## src/rtl/router_pkg.sv

```systemverilog
// router_pkg: shared FSM states, parity seeds and length-field width for the packet register
package router_pkg;
  typedef enum logic [1:0] {IDLE, PAYLOAD, CHECK} state_t;
  localparam logic [63:0] PARITY_SEED_EVEN = '0;
  localparam logic [63:0] PARITY_SEED_ODD = '1;
  function automatic int len_width(input int width, input int addr_bits);
    return width - addr_bits;
  endfunction
endpackage

```

## src/rtl/router_skid_buf.sv

```systemverilog
// router_skid_buf: circular FIFO buffer with registered occupancy count and synchronous flush
module router_skid_buf #(
  parameter int WIDTH = 8,
  parameter int SKID_DEPTH = 2
) (
  input  logic                            clock,
  input  logic                            reset,
  input  logic                            push,
  input  logic                            pop,
  input  logic [WIDTH-1:0]                din,
  output logic [WIDTH-1:0]                dout,
  output logic [$clog2(SKID_DEPTH+1)-1:0] count,
  output logic                            empty
);
  localparam int PW = SKID_DEPTH > 1 ? $clog2(SKID_DEPTH) : 1;
  localparam int CW = $clog2(SKID_DEPTH + 1);
  localparam logic [PW-1:0] LAST = PW'(SKID_DEPTH - 1);
  logic [WIDTH-1:0] mem [SKID_DEPTH];
  logic [PW-1:0] rd, wr;
  logic full, do_push, do_pop;
  assign full = count == CW'(SKID_DEPTH);
  assign empty = count == '0;
  assign do_push = push && !full;
  assign do_pop = pop && !empty;
  assign dout = mem[rd];
  always_ff @(posedge clock) begin
    if (reset) begin
      rd <= '0;
      wr <= '0;
      count <= '0;
    end else begin
      if (do_push) begin
        mem[wr] <= din;
        wr <= wr == LAST ? '0 : wr + 1'b1;
      end
      if (do_pop) rd <= rd == LAST ? '0 : rd + 1'b1;
      count <= count + CW'(do_push) - CW'(do_pop);
    end
  end
endmodule

```

## src/rtl/router_pkt_reg.sv

```systemverilog
// router_pkt_reg: packet tracker with seeded XOR parity, length check and skid-buffered byte forwarding
module router_pkt_reg
  import router_pkg::*;
#(
  parameter int WIDTH = 8,
  parameter int ADDR_BITS = 2,
  parameter int SKID_DEPTH = 2,
  parameter int PARITY_MODE = 0,
  parameter int CHECK_LEN = 1
) (
  input  logic                 clock,
  input  logic                 reset,
  input  logic                 pkt_valid,
  input  logic [WIDTH-1:0]     data_in,
  input  logic                 in_strobe,
  output logic                 in_ready,
  input  logic                 fifo_full,
  output logic [WIDTH-1:0]     dout,
  output logic                 dout_valid,
  output logic [ADDR_BITS-1:0] dest,
  output logic                 dest_valid,
  output logic                 busy,
  output logic                 parity_done,
  output logic                 err,
  output logic                 len_err
);
  localparam int LW = len_width(WIDTH, ADDR_BITS);
  localparam int CW = $clog2(SKID_DEPTH + 1);
  localparam logic [WIDTH-1:0] SEED = WIDTH'(PARITY_MODE != 0 ? PARITY_SEED_ODD : PARITY_SEED_EVEN);
  state_t state, state_n;
  logic [WIDTH-1:0] acc, par;
  logic [LW-1:0] cnt, len;
  logic [CW-1:0] count;
  logic empty, accept, pop, header;
  assign in_ready = count < CW'(SKID_DEPTH);
  assign accept = in_strobe && in_ready;
  assign dout_valid = !empty;
  assign pop = dout_valid && !fifo_full;
  assign busy = state != IDLE || !empty;
  assign header = state == IDLE && accept && pkt_valid;
  router_skid_buf #(.WIDTH(WIDTH), .SKID_DEPTH(SKID_DEPTH)) u_buf (
    .clock(clock), .reset(reset), .push(accept), .pop(pop), .din(data_in),
    .dout(dout), .count(count), .empty(empty)
  );
  always_comb begin
    state_n = state == CHECK ? IDLE
            : header ? PAYLOAD
            : (state == PAYLOAD && accept && !pkt_valid) ? CHECK : state;
  end
  always_ff @(posedge clock) begin
    if (reset) begin
      state <= IDLE;
      acc <= SEED;
      par <= '0;
      cnt <= '0;
      len <= '0;
      dest <= '0;
      dest_valid <= 1'b0;
      parity_done <= 1'b0;
      err <= 1'b0;
      len_err <= 1'b0;
    end else begin
      state <= state_n;
      dest_valid <= 1'b0;
      if (header) begin
        dest <= data_in[ADDR_BITS-1:0];
        len <= data_in[WIDTH-1:ADDR_BITS];
        acc <= SEED ^ data_in;
        cnt <= '0;
        dest_valid <= 1'b1;
        parity_done <= 1'b0;
        err <= 1'b0;
        len_err <= 1'b0;
      end
      if (state == PAYLOAD && accept && pkt_valid) begin
        acc <= acc ^ data_in;
        cnt <= &cnt ? cnt : cnt + 1'b1;
      end
      if (state == PAYLOAD && accept && !pkt_valid) par <= data_in;
      if (state == CHECK) begin
        parity_done <= 1'b1;
        err <= acc != par;
        len_err <= (CHECK_LEN != 0) && (cnt != len || len == '0);
      end
    end
  end
endmodule

```

## config.mk

```make
export PLATFORM = sky130hd
export DESIGN_NAME = router_pkt_reg
export DESIGN_NICKNAME = d
export VERILOG_FILES = /design/src/rtl/router_pkg.sv /design/src/rtl/router_skid_buf.sv /design/src/rtl/router_pkt_reg.sv
export SDC_FILE = /design/constraint.sdc
export NUM_CORES = 1
export LEC_CHECK = 0
export CAP_MARGIN = 20
export CORE_MARGIN = 2
export CORE_UTILIZATION = 29
export DETAILED_ROUTE_END_ITERATION = 6
export HOLD_SLACK_MARGIN = 0.03
export SLEW_MARGIN = 20
export SYNTH_ARGS = -nofsm -noshare
export SYNTH_HDL_FRONTEND = slang
export SYNTH_HIERARCHICAL = 1
export SYNTH_SLANG_ARGS = --single-unit
```

## constraint.sdc

```tcl
create_clock -name clock -period 2.1 [get_ports clock]
set_input_delay 0.21 -clock clock [delete_from_list [all_inputs] [get_ports clock]]
set_output_delay 0.21 -clock clock [all_outputs]
set_load 0.02 [all_outputs]
```

==> impl_metrics.toml, run 1 <==
[hold_path]
min-delay-start = "dest[0]"
min_to = "dest[0]"
worstHoldPathCells = 2
min_path_type = "register to register"

[sta]
max-slew-margin-rel = 0.720
max_freq_ghz = 0.502
finalHoldViolCount = 0
setup_viol = 0
tns_ns = 0
setup_ws_ns = 0.109
worst_hold_slack_ns = 0.455
fin_crit_sh = 0.948
clock-skew-final_ns = 0.00902
tightestPinTransition_ns = 0.417
fin_crit_ns = 1.99
maxSlewViolCount = 0
rsz0062_at_grt = "false"

[status]
status = "finished, final reports clean"

[layout]
syn_to_final_growth_pct = 25.6
diodes = 0
stdcell_count = 389
utilization = 0.377
drive_gt1_frac = 0.134
fin_nets = 295

[critical_path]
arrival_ns = 1.78
ff2ff_path_depth = 9
critPathMaxFanout = 8
r2r-start = "u_buf/count[1]"
worstSetupPathType = "register to output port"
startpoint_type = "register"
required_ns = 1.89
endpoint_kind = "output port"
r2r_end = "u_buf/count[1]"
r2r_slack_ns = 0.36

[power]
power_switching_share = 0.307
p_clk_frac = 0.315
p_int_mw = 2.28
peakVddDrop_uv = 281
power.leakage_nw = 1.16
power_switching_mw = 1.01
seq_power_share = 0.415
power_density_nw_per_um2 = 1060
combPwrFrac = 0.270

[logic_synthesis]
netlist-cell-type-count = 40
ys_seq_elements = 57
yosys_warnings = 6
synthesis.nets = 259
synthFlopType = "dfxtp_1"
syn-cell-area_sq_um = 2480
synthTopCellsByArea = "dfxtp_1 33%, edfxtp_1 19%, mux2i_1 6.5%"
synthArstFlopShare = 0
postSynthAreaPerCell_sq_um = 10.2
synth.most_common_cell = "dfxtp_1"
synth_top_area_cell = "dfxtp_1"
seq_area_frac_synth = 0.525
synth_edf_count = 16
synth_top_area_frac = 0.331
syn_inst = 243
synth_commonest_cells = "41 x dfxtp_1, 30 x nor2_1, 26 x nand2_1"

[die]
chipHeight_um = 96.4
ios = 30
die_w_um = 96.4
num_rows = 33
start_util = 0.300
die-area_sq_um = 9300
coreArea_sq_um = 8260

[clock_tree]
clk_pin_slew_worst_paths_ns = 0.07
cts_buffers = 9
cts_setup_buffers = 0
root_buffer = "clkbuf_8"
cts.sinks = 57
htreeDepth = 3
cts_tree = "yes"
cts_max_path_buffers = 2
clkLatencyLatePin_ns = 0.34

[flow_run]
drv_cap = 0

[placed_design]
place_ws_ns = 0.112
place_inst = 373
port_buffers = 29
dp_hpwl_mm = 3.62
gp_congestion = 0.818

[route]
vias = 1860
post-route-drc-count = 0
viasPerCell = 4.78
drt-initial-drc-count = 129
ant_nets = 0
drt-total-wl_mm = 5.38
wl_per_cell_um = 13.8
drtPass1Iterations = 7

[global_route]
antenna_found_initial = 0
overflow = 0
grt.total_usage = 0.126
grt_max_degree = 39
grt_pass1_wl_mm = 8.74
grt_pass1_vias = 1841
==> worst max path at each step <==
| stage | to | slack [ns] | cells past startpoint |
|---|---|---|---|
| after floorplan | u_buf/mem[1][0] | 0.37 | 4 |
| after global placement | u_buf/count[1] | 0.19 | 10 |
| after detailed placement | u_buf/count[1] | 0.11 | 10 |
| after CTS | dout[4] | 0.07 | 2 |
| after global routing | dout[4] | 0.02 | 2 |
| final | dout[4] | 0.11 | 2 |
==> metal layers <==
metal  up-vias  track usage  wire length, um
met5         -            0                0
met4         0       0.0751              132
met3        10       0.0357              267
met2        40        0.191             2400
met1       879        0.159             2580
li1        931            -                -
==> area by class of cell <==
cell class	instances	area, sq um
multi-input cells	168	1100
fillers	845	5150
clock buffers	10	138
inverters	6	22.5
flip-flops and latches	57	1300
well taps	105	131
repair buffers	37	353
clock inverters	6	67.6
==> cell usage in the layout (no fill, tap or decap), drive strengths merged, types with 3 or more instances in the layout <==
cell type	instances
clkdlybuf4s50	28
nand2	26
clkbuf	10
xnor2	12
edfxtp	16
o21ai	12
mux2i	16
mux2	9
dfxtp	41
a21oi	15
buf	8
nor4	4
clkinv	3
a22oi	8
inv	6
xor2	5
nand3	3
nor2	31
ha	3
==> critical path, stage by stage (launching register included) <==
cell	delay, ns
dfxtp_1	0.53
mux2_2	0.38
clkdlybuf4s50_1	0.53
==> timing repair <==
item / CTS / global route
hold buffers: 0 / 0
endpoints found under the hold margin: 0 / 0
resized for setup: 0 / 1
endpoints found under the setup margin: 0 / 1
==> metrics by stage <==
stage	power [mW]	area, sq um
detailed placement	2.29	2900
global placement	2.27	2900
floorplan	1.95	2480
global route	3.47	3110
CTS	3.33	3110
finish	3.29	3110
==> state kept, by name, indices dropped and copies added, names as in the netlist, named ones only <==
signal       cells
u_buf/rd         1
par              8
dest             2
len              6
parity_done      1
cnt              6
len_err          1
state            2
u_buf/count      2
u_buf/wr         1
u_buf/mem       16
dest_valid       1
acc              8
err              1
==> cells by family (layout without fill, tap and decap cells) <==
group           count (synthesis)  count (layout)  share of synthesized area
simple gates                   79              79                      0.146
fa+ha+maj                       3               3                     0.0152
buf+inv                        18              59                     0.0318
compound gates                 44              44                      0.114
flops                          57              57                      0.525
xor+xnor                       17              17                     0.0601
mux                            25              25                      0.107
==> power by group through the flow <==
| stage | logic [mW] | clock network (mW) | registers (mW) |
|---|---|---|---|
| finish | 0.888 | 1.04 | 1.37 |
| global route | 0.980 | 1.11 | 1.38 |
| CTS | 0.900 | 1.06 | 1.37 |
| detailed placement | 0.896 | 0 | 1.39 |
| global placement | 0.880 | 0 | 1.39 |
| floorplan | 0.586 | 0 | 1.37 |
Power figures use the tool's default switching activity.
==> run 2: changes to the inputs <==
- REMOVE_ABC_BUFFERS: default -> 1
==> impl_metrics.toml, run 2 (synthesis results as in run 1) <==
[sta]
fin_crit_sh = 0.899
tightestPinTransition_ns = 0.514
fin_crit_ns = 1.89
clock-skew-final_ns = 0.00842
finalHoldViolCount = 0
rsz0062_at_grt = "false"
setup_viol = 0
setup_ws_ns = 0.212
maxSlewViolCount = 0
max-slew-margin-rel = 0.658
worst_hold_slack_ns = 0.462
max_freq_ghz = 0.530
tns_ns = 0

[power]
power_density_nw_per_um2 = 1050
power_switching_share = 0.305
p_int_mw = 2.28
p_clk_frac = 0.314
seq_power_share = 0.416
power.total_mw = 3.29
peakVddDrop_uv = 590
power_switching_mw = 1.00
combPwrFrac = 0.270
power.leakage_nw = 1.17

[layout]
diodes = 0
largest_register = "u_buf/mem"
fin_nets = 296
multi_input_area_sq_um = 1100
final_cell_mix = "40 x dfxtp_1, 30 x nor2_1, 28 x clkdlybuf4s50_1"
final_common_cell = "dfxtp_1"
largest_register_ffs = 16
stdcell_count = 390
drive_gt1_frac = 0.140
top_regs = "u_buf/mem: 16 flops, acc: 8 flops, par: 8 flops"
syn_to_final_growth_pct = 25.9
fill_cells = 834
final-seq-area_sq_um = 1300

[critical_path]
r2r_slack_ns = 0.34
arrival_ns = 1.68
endpoint_kind = "output port"
required_ns = 1.89
critPathMaxFanout = 8
startpoint_type = "register"
worstSetupPathType = "register to output port"

[clock_tree]
clkLatencyLatePin_ns = 0.34
postCtsHoldBufs = 0
htreeDepth = 3
clk_pin_slew_worst_paths_ns = 0.06
cts.sinks = 57
cts_max_path_buffers = 2
cts_tree = "yes"
cts_setup_buffers = 0
ctsResizeCount = 0
root_buffer = "clkbuf_8"
cts_buffers = 9

[global_route]
grt_pass1_wl_mm = 8.64
overflow = 0
antenna_found_initial = 0
grt.total_usage = 0.125
grt_max_degree = 24
grt_pass1_vias = 1742

[die]
coreArea_sq_um = 8260
die_w_um = 96.4
ios = 30
chipHeight_um = 96.4
start_util = 0.300
num_rows = 33
die-area_sq_um = 9300

[route]
drtPass1Iterations = 4
vias = 1841
viasPerCell = 4.72
post-route-drc-count = 0
drt-total-wl_mm = 5.15
wl_per_cell_um = 13.2
ant_nets = 0
drt-initial-drc-count = 95

[placed_design]
dp_hpwl_mm = 3.73
gp_congestion = 0.777
place_inst = 374
place_ws_ns = 0.154
port_buffers = 29

[hold_path]
min_path_type = "register to register"

[status]
status = "finished, final reports clean"

[flow_run]
drv_cap = 0
## run 2: cell types whose count changed in the layout (fill, tap and decap cells not counted), sizes merged
| cell | delta |
|---|---|
| clkinvlp | +1 |
| inv | +1 |
| buf | +1 |
| clkinv | -2 |
## run 2: layout make-up
| cell class | instances | share of cell area |
|---|---|---|
| sequential | 57 | 0.418 |
| clock buffer | 10 | 0.0441 |
| clock inverter | 6 | 0.0213 |
| timing repair buffer | 38 | 0.116 |
| tap | 105 | 0.0421 |
| multi-input combinational | 168 | 0.352 |
| inverter | 6 | 0.00722 |
## run 2: worst max-delay path, stage by stage (launching register included)
cell and delay, ns:
dfxtp_2 0.44, mux2_2 0.36, clkdlybuf4s50_1 0.53
## run 2: routing by layer
layer / vias to the layer above / routed length (um) / GRT usage
met5: - / 0 / 0
met4: 0 / 75 / 0.0469
met3: 9 / 311 / 0.0528
met2: 48 / 2230 / 0.187
met1: 845 / 2540 / 0.161
li1: 939 / - / -
## run 2: through the flow
| stage | utilization | cell area (sq um) |
|---|---|---|
| floorplan | - | 2420 |
| global placement | 0.352 | 2910 |
| detailed placement | 0.352 | 2910 |
| CTS | 0.377 | 3110 |
| global route | 0.378 | 3120 |
| finish | 0.378 | 3120 |
## run 2: power groups by stage
stage	Sequential (mW)	Clock [mW]	Combinational [mW]
3_5_place_dp	1.39	0	0.901
4_1_cts	1.37	1.06	0.905
2_1_floorplan	1.38	0	0.548
6_report	1.37	1.03	0.889
3_3_place_gp	1.39	0	0.888
5_1_grt	1.39	1.12	0.990
## run 2: final timing paths
check / startpoint / endpoint / depth (start not counted)
setup / recovery: register / dout[0] / 2
hold reg to reg: dest[1] / dest[1] / 2
setup reg to reg: state[0] / par[1] / 4
hold / removal: dest[1] / dest[1] / 2
